<file path="src/rtl/cmd_frame_ctrl_if.sv">
// cmd_frame_ctrl_if: bus bundle between the frame controller and the
// UART RX/TX, register file and ALU.
interface cmd_frame_ctrl_if #(
   parameter int DATA_W    = 8,
   parameter int ADDR_W    = 4,
   parameter int FUN_W     = 4,
   parameter int ALU_OUT_W = 16
);
   logic [DATA_W-1:0]    RX_P_DATA;
   logic                 RX_D_VLD;
   logic                 RX_ERR;
   logic [DATA_W-1:0]    RD_DATA;
   logic                 RD_DATA_VLD;
   logic [ALU_OUT_W-1:0] ALU_OUT;
   logic                 ALU_OUT_VLD;
   logic                 TX_FULL;
   logic [FUN_W-1:0]     ALU_FUN;
   logic                 ALU_EN;
   logic                 GATE_EN;
   logic [ADDR_W-1:0]    ADDR;
   logic                 WR_EN;
   logic                 RD_EN;
   logic [DATA_W-1:0]    WR_DATA;
   logic [DATA_W-1:0]    TX_P_DATA;
   logic                 TX_D_VLD;
   logic                 CLK_DIV_EN;
   logic                 FRAME_ERR;
   logic                 BUSY;

   modport master (
      input  RX_P_DATA, RX_D_VLD, RX_ERR, RD_DATA, RD_DATA_VLD,
      input  ALU_OUT, ALU_OUT_VLD, TX_FULL,
      output ALU_FUN, ALU_EN, GATE_EN, ADDR, WR_EN, RD_EN, WR_DATA,
      output TX_P_DATA, TX_D_VLD, CLK_DIV_EN, FRAME_ERR, BUSY
   );

   modport slave (
      output RX_P_DATA, RX_D_VLD, RX_ERR, RD_DATA, RD_DATA_VLD,
      output ALU_OUT, ALU_OUT_VLD, TX_FULL,
      input  ALU_FUN, ALU_EN, GATE_EN, ADDR, WR_EN, RD_EN, WR_DATA,
      input  TX_P_DATA, TX_D_VLD, CLK_DIV_EN, FRAME_ERR, BUSY
   );
endinterface

</file>
<file path="src/rtl/cmd_frame_ctrl.sv">
// cmd_frame_ctrl: opcode-led UART frame decoder driving the register
// file and ALU, returning read data / ALU results via the TX FIFO.
module cmd_frame_ctrl #(
   parameter int DATA_W      = 8,
   parameter int ADDR_W      = 4,
   parameter int FUN_W       = 4,
   parameter int ALU_OUT_W   = 16,
   parameter int TIMEOUT_CYC = 1023,
   parameter int OPA_ADDR    = 0,
   parameter int OPB_ADDR    = 1
) (
   input logic              CLK_IN,
   input logic              RST_IN,
   cmd_frame_ctrl_if.master bus
);
   localparam int NB    = ALU_OUT_W / DATA_W;
   localparam int NBW   = $clog2(NB + 1);
   localparam int CNT_W = (DATA_W > NBW) ? DATA_W : NBW;
   localparam int TMR_W = $clog2(TIMEOUT_CYC + 1);

   localparam logic [3:0] S_IDLE     = 4'd0;
   localparam logic [3:0] S_WR_ADDR  = 4'd1;
   localparam logic [3:0] S_WR_DATA  = 4'd2;
   localparam logic [3:0] S_RD_ADDR  = 4'd3;
   localparam logic [3:0] S_BR_ADDR  = 4'd4;
   localparam logic [3:0] S_BR_CNT   = 4'd5;
   localparam logic [3:0] S_RD_REQ   = 4'd6;
   localparam logic [3:0] S_RD_WAIT  = 4'd7;
   localparam logic [3:0] S_OPA      = 4'd8;
   localparam logic [3:0] S_OPB      = 4'd9;
   localparam logic [3:0] S_FUN      = 4'd10;
   localparam logic [3:0] S_ALU_WAIT = 4'd11;
   localparam logic [3:0] S_TX_PUSH  = 4'd12;

   logic [3:0]           st_q, st_d;
   logic [TMR_W-1:0]     tmr_q, tmr_d;
   logic [ADDR_W-1:0]    addr_q, addr_d;
   logic [DATA_W-1:0]    wdat_q, wdat_d;
   logic [CNT_W-1:0]     cnt_q, cnt_d;
   logic [ALU_OUT_W-1:0] sh_q, sh_d;
   logic                 alu_q, alu_d;
   logic [FUN_W-1:0]     fun_q, fun_d;
   logic [DATA_W-1:0]    txd_q, txd_d;
   logic wr_en_q, wr_en_d, rd_en_q, rd_en_d;
   logic alu_en_q, alu_en_d, gate_q, gate_d;
   logic txv_q, txv_d, ferr_q, ferr_d, busy_q, busy_d;

   logic       rx_ok, rx_bad, rx_st, tmo, abort;
   logic [7:0] op;

   // Frame sequencing, timeout supervision and output next-state
   always_comb begin
      rx_ok  = bus.RX_D_VLD & ~bus.RX_ERR;
      rx_bad = bus.RX_D_VLD & bus.RX_ERR;
      op     = bus.RX_P_DATA[7:0];
      tmo    = (tmr_q == TMR_W'(TIMEOUT_CYC));
      rx_st  = st_q inside {S_WR_ADDR, S_WR_DATA, S_RD_ADDR, S_BR_ADDR,
                            S_BR_CNT, S_OPA, S_OPB, S_FUN};
      abort  = (rx_st && (rx_bad || (!rx_ok && tmo)))
             || (st_q == S_RD_WAIT && !bus.RD_DATA_VLD && tmo)
             || (st_q == S_ALU_WAIT && !bus.ALU_OUT_VLD && tmo);

      st_d     = st_q;
      addr_d   = addr_q;
      wdat_d   = wdat_q;
      cnt_d    = cnt_q;
      sh_d     = sh_q;
      alu_d    = alu_q;
      fun_d    = fun_q;
      txd_d    = txd_q;
      gate_d   = gate_q;
      wr_en_d  = 1'b0;
      rd_en_d  = 1'b0;
      alu_en_d = 1'b0;
      txv_d    = 1'b0;
      ferr_d   = 1'b0;

      if (abort) begin
         st_d   = S_IDLE;
         ferr_d = 1'b1;
         gate_d = 1'b0;
      end else begin
         case (st_q)
            S_IDLE: if (rx_ok) begin
               unique case (1'b1)
                  (op == 8'hAA): st_d = S_WR_ADDR;
                  (op == 8'hBB): st_d = S_RD_ADDR;
                  (op == 8'hEE): st_d = S_BR_ADDR;
                  (op == 8'hCC): begin st_d = S_OPA; gate_d = 1'b1; end
                  (op == 8'hDD): begin st_d = S_FUN; gate_d = 1'b1; end
                  default: ;
               endcase
            end
            S_WR_ADDR: if (rx_ok) begin
               addr_d = bus.RX_P_DATA[ADDR_W-1:0];
               st_d   = S_WR_DATA;
            end
            S_WR_DATA: if (rx_ok) begin
               wdat_d  = bus.RX_P_DATA;
               wr_en_d = 1'b1;
               st_d    = S_IDLE;
            end
            S_RD_ADDR: if (rx_ok) begin
               addr_d = bus.RX_P_DATA[ADDR_W-1:0];
               cnt_d  = CNT_W'(1);
               st_d   = S_RD_REQ;
            end
            S_BR_ADDR: if (rx_ok) begin
               addr_d = bus.RX_P_DATA[ADDR_W-1:0];
               st_d   = S_BR_CNT;
            end
            S_BR_CNT: if (rx_ok) begin
               cnt_d = CNT_W'(bus.RX_P_DATA);
               st_d  = (bus.RX_P_DATA == '0) ? S_IDLE : S_RD_REQ;
            end
            S_RD_REQ: begin
               rd_en_d = 1'b1;
               st_d    = S_RD_WAIT;
            end
            S_RD_WAIT: if (bus.RD_DATA_VLD) begin
               sh_d  = ALU_OUT_W'(bus.RD_DATA);
               alu_d = 1'b0;
               st_d  = S_TX_PUSH;
            end
            S_OPA: if (rx_ok) begin
               addr_d  = ADDR_W'(OPA_ADDR);
               wdat_d  = bus.RX_P_DATA;
               wr_en_d = 1'b1;
               st_d    = S_OPB;
            end
            S_OPB: if (rx_ok) begin
               addr_d  = ADDR_W'(OPB_ADDR);
               wdat_d  = bus.RX_P_DATA;
               wr_en_d = 1'b1;
               st_d    = S_FUN;
            end
            S_FUN: if (rx_ok) begin
               fun_d    = bus.RX_P_DATA[FUN_W-1:0];
               alu_en_d = 1'b1;
               st_d     = S_ALU_WAIT;
            end
            S_ALU_WAIT: if (bus.ALU_OUT_VLD) begin
               sh_d   = bus.ALU_OUT;
               cnt_d  = CNT_W'(NB);
               alu_d  = 1'b1;
               gate_d = 1'b0;
               st_d   = S_TX_PUSH;
            end
            S_TX_PUSH: if (!bus.TX_FULL) begin
               txv_d = 1'b1;
               txd_d = sh_q[DATA_W-1:0];
               cnt_d = cnt_q - CNT_W'(1);
               if (cnt_q == CNT_W'(1)) begin
                  st_d = S_IDLE;
               end else if (alu_q) begin
                  sh_d = sh_q >> DATA_W;
               end else begin
                  addr_d = addr_q + ADDR_W'(1);
                  st_d   = S_RD_REQ;
               end
            end
            default: st_d = S_IDLE;
         endcase
      end

      tmr_d  = ((st_d != st_q) || (rx_ok && rx_st)) ? '0
             : tmr_q + TMR_W'(1);
      busy_d = (st_d != S_IDLE);
   end

   // State and registered outputs
   always_ff @(posedge CLK_IN or negedge RST_IN) begin
      if (!RST_IN) begin
         st_q     <= S_IDLE;
         tmr_q    <= '0;
         addr_q   <= '0;
         wdat_q   <= '0;
         cnt_q    <= '0;
         sh_q     <= '0;
         alu_q    <= 1'b0;
         fun_q    <= '0;
         txd_q    <= '0;
         gate_q   <= 1'b0;
         wr_en_q  <= 1'b0;
         rd_en_q  <= 1'b0;
         alu_en_q <= 1'b0;
         txv_q    <= 1'b0;
         ferr_q   <= 1'b0;
         busy_q   <= 1'b0;
      end else begin
         st_q     <= st_d;
         tmr_q    <= tmr_d;
         addr_q   <= addr_d;
         wdat_q   <= wdat_d;
         cnt_q    <= cnt_d;
         sh_q     <= sh_d;
         alu_q    <= alu_d;
         fun_q    <= fun_d;
         txd_q    <= txd_d;
         gate_q   <= gate_d;
         wr_en_q  <= wr_en_d;
         rd_en_q  <= rd_en_d;
         alu_en_q <= alu_en_d;
         txv_q    <= txv_d;
         ferr_q   <= ferr_d;
         busy_q   <= busy_d;
      end
   end

   assign bus.ALU_FUN    = fun_q;
   assign bus.ALU_EN     = alu_en_q;
   assign bus.GATE_EN    = gate_q;
   assign bus.ADDR       = addr_q;
   assign bus.WR_EN      = wr_en_q;
   assign bus.RD_EN      = rd_en_q;
   assign bus.WR_DATA    = wdat_q;
   assign bus.TX_P_DATA  = txd_q;
   assign bus.TX_D_VLD   = txv_q;
   assign bus.CLK_DIV_EN = 1'b1;
   assign bus.FRAME_ERR  = ferr_q;
   assign bus.BUSY       = busy_q;
endmodule

</file>
<file path="src/flat_wrapper.sv">
// flat-port wrapper written by rule: the top's interface ports become plain ports
module cmd_frame_ctrl_flat 
#(
   parameter int DATA_W      = 8,
   parameter int ADDR_W      = 4,
   parameter int FUN_W       = 4,
   parameter int ALU_OUT_W   = 16,
   parameter int TIMEOUT_CYC = 1023,
   parameter int OPA_ADDR    = 0,
   parameter int OPB_ADDR    = 1
)
  (CLK_IN, RST_IN, bus_RX_P_DATA, bus_RX_D_VLD, bus_RX_ERR, bus_RD_DATA, bus_RD_DATA_VLD, bus_ALU_OUT, bus_ALU_OUT_VLD, bus_TX_FULL, bus_ALU_FUN, bus_ALU_EN, bus_GATE_EN, bus_ADDR, bus_WR_EN, bus_RD_EN, bus_WR_DATA, bus_TX_P_DATA, bus_TX_D_VLD, bus_CLK_DIV_EN, bus_FRAME_ERR, bus_BUSY);
  cmd_frame_ctrl_if #(.DATA_W(DATA_W), .ADDR_W(ADDR_W), .FUN_W(FUN_W), .ALU_OUT_W(ALU_OUT_W)) bus_i ();
  input logic CLK_IN;
  input logic RST_IN;
  input wire logic [$bits(bus_i.RX_P_DATA)-1:0] bus_RX_P_DATA;
  input wire logic [$bits(bus_i.RX_D_VLD)-1:0] bus_RX_D_VLD;
  input wire logic [$bits(bus_i.RX_ERR)-1:0] bus_RX_ERR;
  input wire logic [$bits(bus_i.RD_DATA)-1:0] bus_RD_DATA;
  input wire logic [$bits(bus_i.RD_DATA_VLD)-1:0] bus_RD_DATA_VLD;
  input wire logic [$bits(bus_i.ALU_OUT)-1:0] bus_ALU_OUT;
  input wire logic [$bits(bus_i.ALU_OUT_VLD)-1:0] bus_ALU_OUT_VLD;
  input wire logic [$bits(bus_i.TX_FULL)-1:0] bus_TX_FULL;
  output wire logic [$bits(bus_i.ALU_FUN)-1:0] bus_ALU_FUN;
  output wire logic [$bits(bus_i.ALU_EN)-1:0] bus_ALU_EN;
  output wire logic [$bits(bus_i.GATE_EN)-1:0] bus_GATE_EN;
  output wire logic [$bits(bus_i.ADDR)-1:0] bus_ADDR;
  output wire logic [$bits(bus_i.WR_EN)-1:0] bus_WR_EN;
  output wire logic [$bits(bus_i.RD_EN)-1:0] bus_RD_EN;
  output wire logic [$bits(bus_i.WR_DATA)-1:0] bus_WR_DATA;
  output wire logic [$bits(bus_i.TX_P_DATA)-1:0] bus_TX_P_DATA;
  output wire logic [$bits(bus_i.TX_D_VLD)-1:0] bus_TX_D_VLD;
  output wire logic [$bits(bus_i.CLK_DIV_EN)-1:0] bus_CLK_DIV_EN;
  output wire logic [$bits(bus_i.FRAME_ERR)-1:0] bus_FRAME_ERR;
  output wire logic [$bits(bus_i.BUSY)-1:0] bus_BUSY;
  assign bus_i.RX_P_DATA = bus_RX_P_DATA;
  assign bus_i.RX_D_VLD = bus_RX_D_VLD;
  assign bus_i.RX_ERR = bus_RX_ERR;
  assign bus_i.RD_DATA = bus_RD_DATA;
  assign bus_i.RD_DATA_VLD = bus_RD_DATA_VLD;
  assign bus_i.ALU_OUT = bus_ALU_OUT;
  assign bus_i.ALU_OUT_VLD = bus_ALU_OUT_VLD;
  assign bus_i.TX_FULL = bus_TX_FULL;
  assign bus_ALU_FUN = bus_i.ALU_FUN;
  assign bus_ALU_EN = bus_i.ALU_EN;
  assign bus_GATE_EN = bus_i.GATE_EN;
  assign bus_ADDR = bus_i.ADDR;
  assign bus_WR_EN = bus_i.WR_EN;
  assign bus_RD_EN = bus_i.RD_EN;
  assign bus_WR_DATA = bus_i.WR_DATA;
  assign bus_TX_P_DATA = bus_i.TX_P_DATA;
  assign bus_TX_D_VLD = bus_i.TX_D_VLD;
  assign bus_CLK_DIV_EN = bus_i.CLK_DIV_EN;
  assign bus_FRAME_ERR = bus_i.FRAME_ERR;
  assign bus_BUSY = bus_i.BUSY;
  cmd_frame_ctrl #(.DATA_W(DATA_W), .ADDR_W(ADDR_W), .FUN_W(FUN_W), .ALU_OUT_W(ALU_OUT_W), .TIMEOUT_CYC(TIMEOUT_CYC), .OPA_ADDR(OPA_ADDR), .OPB_ADDR(OPB_ADDR)) u_core (.CLK_IN(CLK_IN), .RST_IN(RST_IN), .bus(bus_i));
endmodule
</file>
<file path="config.mk">
export PLATFORM = sky130hd
export DESIGN_NAME = cmd_frame_ctrl_flat
export DESIGN_NICKNAME = d
export VERILOG_FILES = /design/src/rtl/cmd_frame_ctrl_if.sv /design/src/rtl/cmd_frame_ctrl.sv /design/src/flat_wrapper.sv
export SDC_FILE = /design/constraint.sdc
export NUM_CORES = 1
export LEC_CHECK = 0
export CORE_ASPECT_RATIO = 0.75
export CORE_MARGIN = 3
export CORE_UTILIZATION = 37
export CTS_CLUSTER_DIAMETER = 120
export DETAILED_ROUTE_END_ITERATION = 8
export PLACE_DENSITY = 0.6
export SLEW_MARGIN = 20
export SYNTH_ARGS = -nofsm -noshare
export SYNTH_HDL_FRONTEND = slang
export SYNTH_SLANG_ARGS = --single-unit
</file>
<file path="constraint.sdc">
create_clock -name CLK_IN -period 2.6 [get_ports CLK_IN]
set_clock_uncertainty 0.05 [all_clocks]
set_input_delay 0.65 -clock CLK_IN [delete_from_list [all_inputs] [get_ports CLK_IN]]
set_output_delay 0.65 -clock CLK_IN [all_outputs]
set_load 0.01 [all_outputs]
</file>
==> results.sh <==
export IMPL_period_minus_slack_ns=2.51
export IMPL_first_iter_violations=233
export IMPL_arrival_ns=2.67
export IMPL_synth_fp_nets=435
export IMPL_critPathLaunchType="input port"
export IMPL_crit_path_cell_trace="dlygate4sd2_1 -> or4_4 -> nor2_4 -> o21ai_1 -> a211oi_2 -> nor2_1 -> or4_1"
export IMPL_grt_max_degree=33
export IMPL_num_rows=31
export IMPL_clk_pin_slew_ns=0.06
export IMPL_port_buffers=69
export IMPL_cts_max_level=3
export IMPL_syn_to_final_growth_pct=45.9
export IMPL_core_mm2=0.00981
export IMPL_tritoncts="yes"
export IMPL_avgSynthCellArea_um2=9.69
export IMPL_hold_class="in -> async"
export IMPL_slew_viol_final=0
export IMPL_hold_viol_final=0
export IMPL_worstMarginPinSlew_ns=0.992
export IMPL_synth_warnings=0
export IMPL_period_share_pct=96.4
export IMPL_max_stage_delay_ns=0.57
export IMPL_grt_usage_pct=19.3
export IMPL_run_status="completed"
export IMPL_synthArstFlopShare_pct=100
export IMPL_grt_pass1_wl_mm=17.3
export IMPL_drc_errors=0
export IMPL_powerDensity_mw_per_mm2=926
export IMPL_utilization_pct=56.5
export IMPL_dieArea_mm2=0.0115
export IMPL_drt_first_pass_iters=4
export IMPL_synth_edf_count=0
export IMPL_vias=3497
export IMPL_cts_buffers=9
export IMPL_dp_cells=623
export IMPL_root_buffer="clkbuf_16"
export IMPL_num_antenna_cells=0
export IMPL_critPathKind="in -> reg"
export IMPL_worstPathRequired_ns=2.76
export IMPL_gr_total_overflow=0
export IMPL_drt_wl_total_mm=11.0
export IMPL_slew_headroom_pct=33.7
export IMPL_die_h_um=93.8
export IMPL_dp_slack_ns=-0.540
export IMPL_hpwl_mm=7.68
export IMPL_place_area_mm2=0.00495
export IMPL_worstPathMaxFanout=3
export IMPL_nNetsFinal=552
export IMPL_dieWidth_um=123
export IMPL_grt_pass1_vias=3447
export IMPL_fin_area_mm2=0.00555
export IMPL_syn_cell_area_mm2=0.00380
export IMPL_ir_drop_v=0.000491
export IMPL_synth_seq_cells=70
export IMPL_postSynthCellCount=392
export IMPL_setup_violations=0
export IMPL_viasPerCell=5.41
export IMPL_seq_area_frac_synth_pct=46.1
export IMPL_n_fill_cell=857
export IMPL_cts_buffer_depth=2
export IMPL_start_util_pct=38.7
export IMPL_io_pins=71
export IMPL_cp_slowest_cell="or4_4"
export IMPL_setup_ws_ns=0.0943
export IMPL_drive_above_1_share_pct=28.4
export IMPL_layout_common_cells="dfrtp_1, clkdlybuf4s50_1, buf_4"
export IMPL_drtAntennaViolNets=0
export IMPL_multi_input_area_mm2=0.00215
export IMPL_layout_commonest_cell="dfrtp_1"
export IMPL_antenna_found_initial=0
export IMPL_clk_latency_ns=0.34
export IMPL_cap_violations=0
export IMPL_hold_worst_slack_ns=0.179
export IMPL_clock_sinks=70
export IMPL_seqCellArea_mm2=0.00176
export IMPL_p_leak_nw=2.42
export IMPL_cp_end_kind="flip-flop"
export IMPL_synth_cell_types=65
export IMPL_wire_per_inst_um=17.0
export IMPL_layout_cells_non_filler=646
export IMPL_yosys_most_used_dff="dfrtp_1"
export IMPL_gp_congestion=0.916
export IMPL_max_clock_freq_ghz=0.399
==> cell type report <==
cell class,instances,area share (%)
Clock buffer,10,4.31
Clock inverter,6,1.11
Inverter,12,0.812
Tap cell,132,2.98
Sequential cell,70,31.7
Timing Repair Buffer,125,20.3
Multi-Input combinational cell,291,38.9
==> synthesized netlist by cell type, types with 2 or more instances <==
library cell,n,area share (%)
mux2_2,20,5.9
a22o_1,10,2.3
nor4b_1,2,0.46
nor3_1,7,0.92
or3_1,2,0.33
or4_1,3,0.59
nand2b_1,9,1.5
nor2_1,33,3.3
nand3_1,10,1.3
nor3b_1,3,0.59
o2111ai_1,2,0.46
o21ai_0,37,4.9
a32o_1,2,0.53
dfrtp_1,70,46
a32oi_1,2,0.46
nor3_2,2,0.53
xnor2_1,6,1.4
xor2_1,4,0.92
a21oi_1,23,3.0
o21ai_1,3,0.40
nand4_1,2,0.33
and4bb_2,2,0.66
a2111oi_0,2,0.46
nand2_1,40,4.0
nor4_1,11,1.8
clkbuf_1,11,1.1
a22oi_1,4,0.79
ha_1,4,1.3
o22ai_1,2,0.33
a21o_1,5,0.99
buf_2,7,0.92
inv_1,11,1.1
nor4bb_1,2,0.53
and3_1,4,0.66
o32ai_1,3,0.69
buf_4,2,0.40
and2_1,2,0.33
==> per-layer routing <==
metal	track usage, %	routed length (um)
met1	27.5	5330
met2	28.0	4940
met3	5.72	533
met4	6.54	184
met5	0	0
==> final timing paths <==
check	to	slack, ns	cells after the start	start
worst max-delay path	u_core.bus.BUSY	0.09	7	bus_RX_P_DATA[7]
worst min-delay path	u_core.bus.TX_P_DATA[0]	0.18	1	RST_IN
worst max register to register	u_core.tmr_q[9]	0.14	8	u_core.st_q[2]
worst min register to register	u_core.sh_q[4]	0.43	2	u_core.sh_q[4]
max in group asynchronous	u_core.st_q[1]	1.59	2	RST_IN
min in group CLK_IN	u_core.sh_q[4]	0.43	2	u_core.sh_q[4]
==> registers in the layout, indices dropped and copies added (netlist names) <==
signal / cells
u_core.bus.WR_EN: 1
u_core.bus.BUSY: 1
u_core.bus.TX_P_DATA: 8
u_core.bus.ALU_EN: 1
u_core.bus.ALU_FUN: 4
u_core.bus.WR_DATA: 8
u_core.tmr_q: 10
u_core.bus.TX_D_VLD: 1
u_core.bus.RD_EN: 1
u_core.st_q: 4
u_core.bus.GATE_EN: 1
u_core.sh_q: 16
u_core.alu_q: 1
u_core.bus.FRAME_ERR: 1
u_core.bus.ADDR: 4
u_core.cnt_q: 8
==> critical path, delay by kind of cell <==
family | cells | cell delay [ns]
compound gates | 2 | 0.45
simple gates | 4 | 1.30
buf+inv | 1 | 0.25
==> metrics by stage <==
step	setup TNS, ns	total power [mW]
2_1_floorplan	0	2.71
3_3_place_gp	-6.17	3.53
3_5_place_dp	-7.10	3.56
4_1_cts	0	4.90
5_1_grt	-0.0443	5.46
6_report	0	5.13
==> where the power goes <==
| part | switching, mW | total [mW] | leakage [nW] | internal [mW] |
|---|---|---|---|---|
| combinational | 1.19 | 2.33 | 1.35 | 1.14 |
| clock | 0.461 | 1.22 | 0.148 | 0.764 |
| sequential | 0.224 | 1.58 | 0.926 | 1.36 |
==> logic make-up (layout without fill, tap and decap cells) <==
family	after synthesis	in the layout	share of synthesized area, %
fa+ha+maj	4	4	1.32
buf+inv	33	153	3.89
xor+xnor	10	10	2.30
flops	70	70	46.1
mux	20	20	5.93
compound gates	111	111	19.7
other cells	1	1	0.0987
simple gates	143	145	20.7
==> what timing repair did <==
item	4_1_cts	5_1_grt
setup endpoints to repair	12	16
gates cloned	0	2
hold buffers	0	0
hold endpoints to repair	0	0
setup buffers	4	1
gates resized for setup	23	31
pin swaps	10	6
(Power assumes the default switching activity.)
